--- src/rtl/router_pkt_src_if.sv ---
// Router input-port link: byte stream toward the router plus its
// busy back-pressure and parity-error flag.
interface router_pkt_src_if;
    logic       pkt_valid;
    logic [7:0] pkt_data;
    logic       busy;
    logic       err;

    modport master (
        output pkt_valid, pkt_data,
        input  busy, err
    );

    modport slave (
        input  pkt_valid, pkt_data,
        output busy, err
    );
endinterface

--- src/rtl/router_pkt_src.sv ---
// Packet source for the router: buffered payload, header/payload/parity
// framing, router err window. ROUTER_PKT_SRC_ERR_INJ_EN adds inj_err.
module router_pkt_src #(
    parameter int DEPTH   = 64,
    parameter int ERR_WIN = 3
) (
    input  logic       clock,
    input  logic       resetn,
    input  logic       wr_en,
    input  logic [7:0] wr_data,
    output logic       buf_full,
    output logic       buf_empty,
    input  logic       start,
    input  logic [1:0] dest_addr,
    input  logic [5:0] pay_len,
`ifdef ROUTER_PKT_SRC_ERR_INJ_EN
    input  logic       inj_err,
`endif
    output logic       ready,
    output logic       cfg_err,
    router_pkt_src_if.master rtr,
    output logic       done,
    output logic       err_seen
);

    localparam int AW = $clog2(DEPTH);
    localparam int CW = AW + 1;
    localparam int WW = (ERR_WIN < 2) ? 1 : $clog2(ERR_WIN + 1);

    typedef enum logic [2:0] {
        S_IDLE, S_HDR, S_PAY, S_PAR, S_ERRW, S_GAP
    } state_t;

    state_t state, state_nx;

    logic [7:0]    mem [DEPTH];
    logic [AW-1:0] wr_ptr, rd_ptr;
    logic [CW-1:0] count, cnt_nx;
    logic [5:0]    len_q, len_d, rem_q, rem_d;
    logic [7:0]    par_q, par_d;
    logic [WW-1:0] win_q, win_d;
    logic          flag_q, flag_d;
    logic          inj_q, inj_d;
    logic          vld_q, vld_d;
    logic [7:0]    dat_q, dat_d;
    logic          cfg_d, done_d, seen_d;

    logic       start_ok, xfer, push, pop;
    logic [7:0] head, head_nx, hdr, last;

    assign start_ok = (dest_addr != 2'b11) && (pay_len != 6'd0)
                   && (count >= CW'(pay_len));
    assign xfer     = !rtr.busy;
    assign push     = wr_en && !buf_full;
    assign pop      = (state == S_PAY) && xfer;
    assign cnt_nx   = count + CW'(push) - CW'(pop);
    assign head     = mem[rd_ptr];
    assign head_nx  = mem[rd_ptr + AW'(1)];
    assign hdr      = {pay_len, dest_addr};
    // Injection flips only the transmitted parity, not the running XOR.
    assign last     = par_q ^ dat_q ^ {7'd0, inj_q};

`ifdef ROUTER_PKT_SRC_ERR_INJ_EN
    assign inj_d = (state == S_IDLE && start && start_ok) ? inj_err : inj_q;
`else
    assign inj_d = 1'b0;
`endif

    always_ff @(posedge clock) begin
        if (!resetn) state <= S_IDLE;
        else         state <= state_nx;
    end

    always_comb begin
        state_nx = state;
        unique case (state)
            S_IDLE: if (start && start_ok)       state_nx = S_HDR;
            S_HDR:  if (xfer)                    state_nx = S_PAY;
            S_PAY:  if (xfer && rem_q == 6'd1)   state_nx = S_PAR;
            S_PAR:  if (xfer)                    state_nx = S_ERRW;
            S_ERRW: if (win_q <= WW'(1))         state_nx = S_GAP;
            S_GAP:                               state_nx = S_IDLE;
            default:                             state_nx = S_IDLE;
        endcase
    end

    always_comb begin
        vld_d  = vld_q;
        dat_d  = dat_q;
        cfg_d  = 1'b0;
        done_d = 1'b0;
        seen_d = 1'b0;
        len_d  = len_q;
        rem_d  = rem_q;
        par_d  = par_q;
        win_d  = win_q;
        flag_d = flag_q;
        unique case (state)
            S_IDLE: begin
                if (start && start_ok) begin
                    len_d = pay_len;
                    vld_d = 1'b1;
                    dat_d = hdr;
                    par_d = hdr;
                end else if (start) begin
                    cfg_d = 1'b1;
                end
            end
            S_HDR: begin
                if (xfer) begin
                    dat_d = head;
                    rem_d = len_q;
                end
            end
            S_PAY: begin
                if (xfer) begin
                    par_d = par_q ^ dat_q;
                    rem_d = rem_q - 6'd1;
                    if (rem_q == 6'd1) begin
                        vld_d = 1'b0;
                        dat_d = last;
                    end else begin
                        dat_d = head_nx;
                    end
                end
            end
            S_PAR: begin
                if (xfer) begin
                    dat_d  = 8'd0;
                    win_d  = WW'(ERR_WIN);
                    flag_d = 1'b0;
                end
            end
            S_ERRW: begin
                flag_d = flag_q | rtr.err;
                if (win_q <= WW'(1)) begin
                    done_d = 1'b1;
                    seen_d = flag_q | rtr.err;
                end else begin
                    win_d = win_q - WW'(1);
                end
            end
            default: begin
                vld_d = 1'b0;
            end
        endcase
    end

    always_ff @(posedge clock) begin
        if (!resetn) begin
            wr_ptr    <= '0;
            rd_ptr    <= '0;
            count     <= '0;
            buf_full  <= 1'b0;
            buf_empty <= 1'b1;
            ready     <= 1'b1;
            cfg_err   <= 1'b0;
            done      <= 1'b0;
            err_seen  <= 1'b0;
            vld_q     <= 1'b0;
            dat_q     <= 8'd0;
            len_q     <= '0;
            rem_q     <= '0;
            par_q     <= '0;
            win_q     <= '0;
            flag_q    <= 1'b0;
            inj_q     <= 1'b0;
        end else begin
            if (push) wr_ptr <= wr_ptr + AW'(1);
            if (pop)  rd_ptr <= rd_ptr + AW'(1);
            count     <= cnt_nx;
            buf_full  <= (cnt_nx == CW'(DEPTH));
            buf_empty <= (cnt_nx == '0);
            ready     <= (state_nx == S_IDLE);
            cfg_err   <= cfg_d;
            done      <= done_d;
            err_seen  <= seen_d;
            vld_q     <= vld_d;
            dat_q     <= dat_d;
            len_q     <= len_d;
            rem_q     <= rem_d;
            par_q     <= par_d;
            win_q     <= win_d;
            flag_q    <= flag_d;
            inj_q     <= inj_d;
        end
    end

    always_ff @(posedge clock) begin
        if (push) mem[wr_ptr] <= wr_data;
    end

    assign rtr.pkt_valid = vld_q;
    assign rtr.pkt_data  = dat_q;

endmodule
--- src/flat_wrapper.sv ---
// flat-port wrapper written by rule: the top's interface ports become plain ports
module router_pkt_src_flat 
#(
    parameter int DEPTH   = 64,
    parameter int ERR_WIN = 3
)
  (clock, resetn, wr_en, wr_data, buf_full, buf_empty, start, dest_addr, pay_len, ready, cfg_err, done, err_seen, rtr_pkt_valid, rtr_pkt_data, rtr_busy, rtr_err);
  router_pkt_src_if rtr_i ();
  input  logic clock;
  input  logic resetn;
  input  logic wr_en;
  input  logic [7:0] wr_data;
  output logic buf_full;
  output logic buf_empty;
  input  logic start;
  input  logic [1:0] dest_addr;
  input  logic [5:0] pay_len;
  output logic ready;
  output logic cfg_err;
  output logic done;
  output logic err_seen;
  output wire logic [$bits(rtr_i.pkt_valid)-1:0] rtr_pkt_valid;
  output wire logic [$bits(rtr_i.pkt_data)-1:0] rtr_pkt_data;
  input wire logic [$bits(rtr_i.busy)-1:0] rtr_busy;
  input wire logic [$bits(rtr_i.err)-1:0] rtr_err;
  assign rtr_pkt_valid = rtr_i.pkt_valid;
  assign rtr_pkt_data = rtr_i.pkt_data;
  assign rtr_i.busy = rtr_busy;
  assign rtr_i.err = rtr_err;
  router_pkt_src #(.DEPTH(DEPTH), .ERR_WIN(ERR_WIN)) u_core (.clock(clock), .resetn(resetn), .wr_en(wr_en), .wr_data(wr_data), .buf_full(buf_full), .buf_empty(buf_empty), .start(start), .dest_addr(dest_addr), .pay_len(pay_len), .ready(ready), .cfg_err(cfg_err), .rtr(rtr_i), .done(done), .err_seen(err_seen));
endmodule
--- config.mk ---
export PLATFORM = sky130hd
export DESIGN_NAME = router_pkt_src_flat
export DESIGN_NICKNAME = d
export VERILOG_FILES = /design/src/rtl/router_pkt_src_if.sv /design/src/rtl/router_pkt_src.sv /design/src/flat_wrapper.sv
export SDC_FILE = /design/constraint.sdc
export NUM_CORES = 1
export LEC_CHECK = 0
export ABC_AREA = 0
export BUFFER_PORTS_ARGS = -buffer_cell sky130_fd_sc_hd__buf_4
export CORE_ASPECT_RATIO = 1.4
export CORE_MARGIN = 5
export CORE_UTILIZATION = 62
export CTS_CLUSTER_SIZE = 28
export DETAILED_ROUTE_END_ITERATION = 6
export PLACE_DENSITY = 0.77
export SLEW_MARGIN = 20
export SYNTH_ARGS = -nofsm -noshare
export SYNTH_HDL_FRONTEND = slang
export SYNTH_SLANG_ARGS = --single-unit
--- constraint.sdc ---
create_clock -name clock -period 6.3 [get_ports clock]
set_input_delay 0.315 -clock clock [delete_from_list [all_inputs] [get_ports clock]]
set_output_delay 0.315 -clock clock [all_outputs]
set_load 0.05 [all_outputs]
==> results.sh <==
export IMPL_status="finished, violations left"
export IMPL_violations="DRC"
export IMPL_path_delay_family="simple AND/OR/NAND/NOR gates"
export IMPL_synth_top_area_share_pct=55.6
export IMPL_numCtsBuffers=52
export IMPL_path_class="flop to flop"
export IMPL_tightest_slew_ns=1.22
export IMPL_area_delta_synth_final_pct=9.49
export IMPL_wl_per_cell_um=32.7
export IMPL_nFillCells=2799
export IMPL_required_ns=6.81
export IMPL_antenna_cells=0
export IMPL_syn_nets=1819
export IMPL_wirelength_um=77500
export IMPL_min_path_type="primary input to flop"
export IMPL_cts_post_setup_buffers_inserted=0
export IMPL_final_setup_worst_slack_ns=1.81
export IMPL_finalHoldViolations=0
export IMPL_grt_ovfl_total=0
export IMPL_crit_path_cell_trace="nor2b_1, nand2b_1, nor2_1, buf_4, ha_1, inv_1, ha_1, a21o_1, a21oi_1, xnor2_1, or4_1, or3_1, o21ai_1"
export IMPL_async_reset_ff_share_pct=0
export IMPL_die_w_um=188
export IMPL_start_kind="flop"
export IMPL_cp_end_kind="flop"
export IMPL_grt_max_degree=104
export IMPL_drive_gt1_share_pct=21.1
export IMPL_place_area_mm2=0.0282
export IMPL_yosys_register_bits=578
export IMPL_synth_top_cell_by_area="edfxtp_1"
export IMPL_rows=91
export IMPL_relSlewSlack_pct=18.6
export IMPL_worstSkewPairLatency_ns=0.60
export IMPL_setup_viol=0
export IMPL_core_mm2=0.0441
export IMPL_num_io_pins=37
export IMPL_power_density_mw_per_mm2=296
export IMPL_syn_area_per_cell_um2=15.5
export IMPL_final_util_pct=68.7
export IMPL_dp_hpwl_um=50500
export IMPL_fin_worst_skew_ns=0.0240
export IMPL_slew_viol_final=0
export IMPL_fin_total_pwr_mw=8.95
export IMPL_fin_setup_tns_ns=0
export IMPL_root_buffer="clkbuf_16"
export IMPL_holdWs_ns=0.0625
export IMPL_num_vias=17600
export IMPL_ys_seq_area_share_pct=60.4
export IMPL_globalplace_congestion=1.03
export IMPL_critPathMostFrequentCell="ha_1"
export IMPL_layout_commonest_cell="edfxtp_1"
export IMPL_crit_path_max_fanout=25
export IMPL_maxCapViolCount=0
export IMPL_ys_warn_count=0
export IMPL_die_h_um=260
export IMPL_grt_pass1_wl_um=114000
export IMPL_final_cell_mix="512 x edfxtp_1, 215 x mux4_2, 146 x nor2_1, 124 x nand2_1, 116 x mux2i_1"
export IMPL_fin_crit_sh_pct=71.2
export IMPL_fin_crit_ns=4.49
export IMPL_dr_pass1_iters=7
export IMPL_max_freq_ghz=0.223
export IMPL_layoutNonFillerInstCount=2373
export IMPL_clk_pin_slew_ns=0.06
export IMPL_synthTopCellsByArea="edfxtp_1 56%, mux4_2 18%, dfxtp_1 4.8%"
export IMPL_cp_arrival_ns=5.00
export IMPL_irDropWorstVdd_uv=229
export IMPL_cpPeakStageDelay_ns=0.69
export IMPL_synth_edf_count=512
export IMPL_grt_usage_pct=31.7
export IMPL_port_buffers=36
export IMPL_netlist_instances=1778
export IMPL_crit_buf_inv=2
export IMPL_synth_main_ff_cell="edfxtp_1"
export IMPL_clock_sinks=578
export IMPL_mappedNetlistArea_mm2=0.0276
export IMPL_final_nets=1813
export IMPL_rsz0062_at_grt="no"
export IMPL_ant_nets=0
export IMPL_cts_buffer_depth=3
export IMPL_placedCellCount=2274
export IMPL_antenna_found_initial=0
export IMPL_cts_tree="built"
export IMPL_drc=1
export IMPL_cp_slowest_cell="dfxtp_1"
export IMPL_h_tree_depth=2
export IMPL_finalInstanceArea_mm2=0.0303
export IMPL_vias_per_cell=7.40
export IMPL_initial_core_util_pct=62.7
export IMPL_leakagePower_nw=9.27
export IMPL_grt_pass1_vias=17200
export IMPL_post_place_ws_ns=2.02
export IMPL_synth_cell_type_count=66
export IMPL_die_area_mm2=0.0489
export IMPL_drt_iter0_drc=2304
worst min-delay path, delay by kind of cell:
kind,cells,cell delay [ns]
buf+inv,1,0.13
simple gates,1,0.08
mux,1,0.08
layout make-up:
cell class / instances / area (um^2) / share of cell area, %
flip-flops and latches: 578 / 16700 / 55.2
multi-input cells: 1055 / 10300 / 34.0
clock buffers: 66 / 1460 / 4.81
well taps: 558 / 698 / 2.31
clock inverters: 31 / 512 / 1.69
repair buffers: 61 / 500 / 1.65
inverters: 24 / 90.1 / 0.298
sequential cells by signal, indices dropped and copies added, names as in the netlist, 2 cells and up, named ones only:
| signal | count |
|---|---|
| u_core.rd_ptr | 6 |
| u_core.par_q | 8 |
| u_core.len_q | 6 |
| u_core.rem_q | 6 |
| u_core.mem | 512 |
| u_core.count | 7 |
| u_core.win_q | 2 |
| u_core.wr_ptr | 6 |
| u_core.rtr.pkt_data | 8 |
| u_core.state | 3 |
cell usage after synthesis (5+ instances only):
library cell,count
a211oi_1,6
a21oi_1,79
a221o_1,5
a221oi_1,7
a22oi_1,9
and2_1,10
buf_1,10
buf_2,43
buf_4,15
buf_6,6
clkbuf_1,46
dfxtp_1,66
edfxtp_1,512
ha_1,18
inv_1,23
mux2i_1,116
mux4_2,215
nand2_1,124
nand2b_1,24
nand3_1,20
nand4_1,8
nor2_1,146
nor2b_1,14
nor3_1,17
nor3b_1,8
nor4_1,40
o21ai_0,23
o21ai_1,8
o221ai_1,30
o22ai_1,34
or3_1,11
xnor2_1,11
xor2_1,19
report_power, final:
group / internal [mW] / leakage [nW] / switching, mW
Combinational: 0.392 / 3.16 / 0.609
Sequential: 4.25 / 5.15 / 0.0997
Clock: 2.21 / 0.965 / 1.39
Total: 6.85 / 9.27 / 2.10
routing by layer:
| metal | track usage (%) | wire length [um] | up-vias | part of all wire [%] |
|---|---|---|---|---|
| met5 | 0 | 0 | - | 0 |
| met4 | 19.1 | 6050 | 0 | 7.8 |
| met3 | 5.18 | 7470 | 284 | 9.6 |
| met2 | 52.7 | 38200 | 1263 | 49 |
| met1 | 39.5 | 25800 | 8855 | 33 |
| li1 | - | - | 7151 | - |
logic make-up after synthesis:
| kind of cell | Yosys count | synth area share [%] |
|---|---|---|
| multiplexers | 335 | 22.1 |
| adder cells (fa/ha/maj) | 19 | 0.888 |
| buffers and inverters | 145 | 2.59 |
| XOR/XNOR | 30 | 0.951 |
| flip-flops | 578 | 60.4 |
| AND/OR/NAND/NOR | 439 | 7.53 |
| AO/OA/AOI/OAI | 232 | 5.52 |
worst paths after layout:
check        cells after the start  slack [ns]               end       startpoint
max                             13        1.81  u_core.buf_empty  u_core.state[1]
min                              3        0.06   u_core.len_q[4]       pay_len[4]
max reg2reg                     13        1.81  u_core.buf_empty  u_core.state[1]
min reg2reg                      1        0.48   u_core.err_seen    u_core.flag_q
repair_timing:
item / 4_1_cts / 5_1_grt
hold buffers: 2 / 0
hold endpoints to repair: 3 / 0
gates resized for setup: 0 / 0
Note: power is estimated with default switching activity, not from simulation.
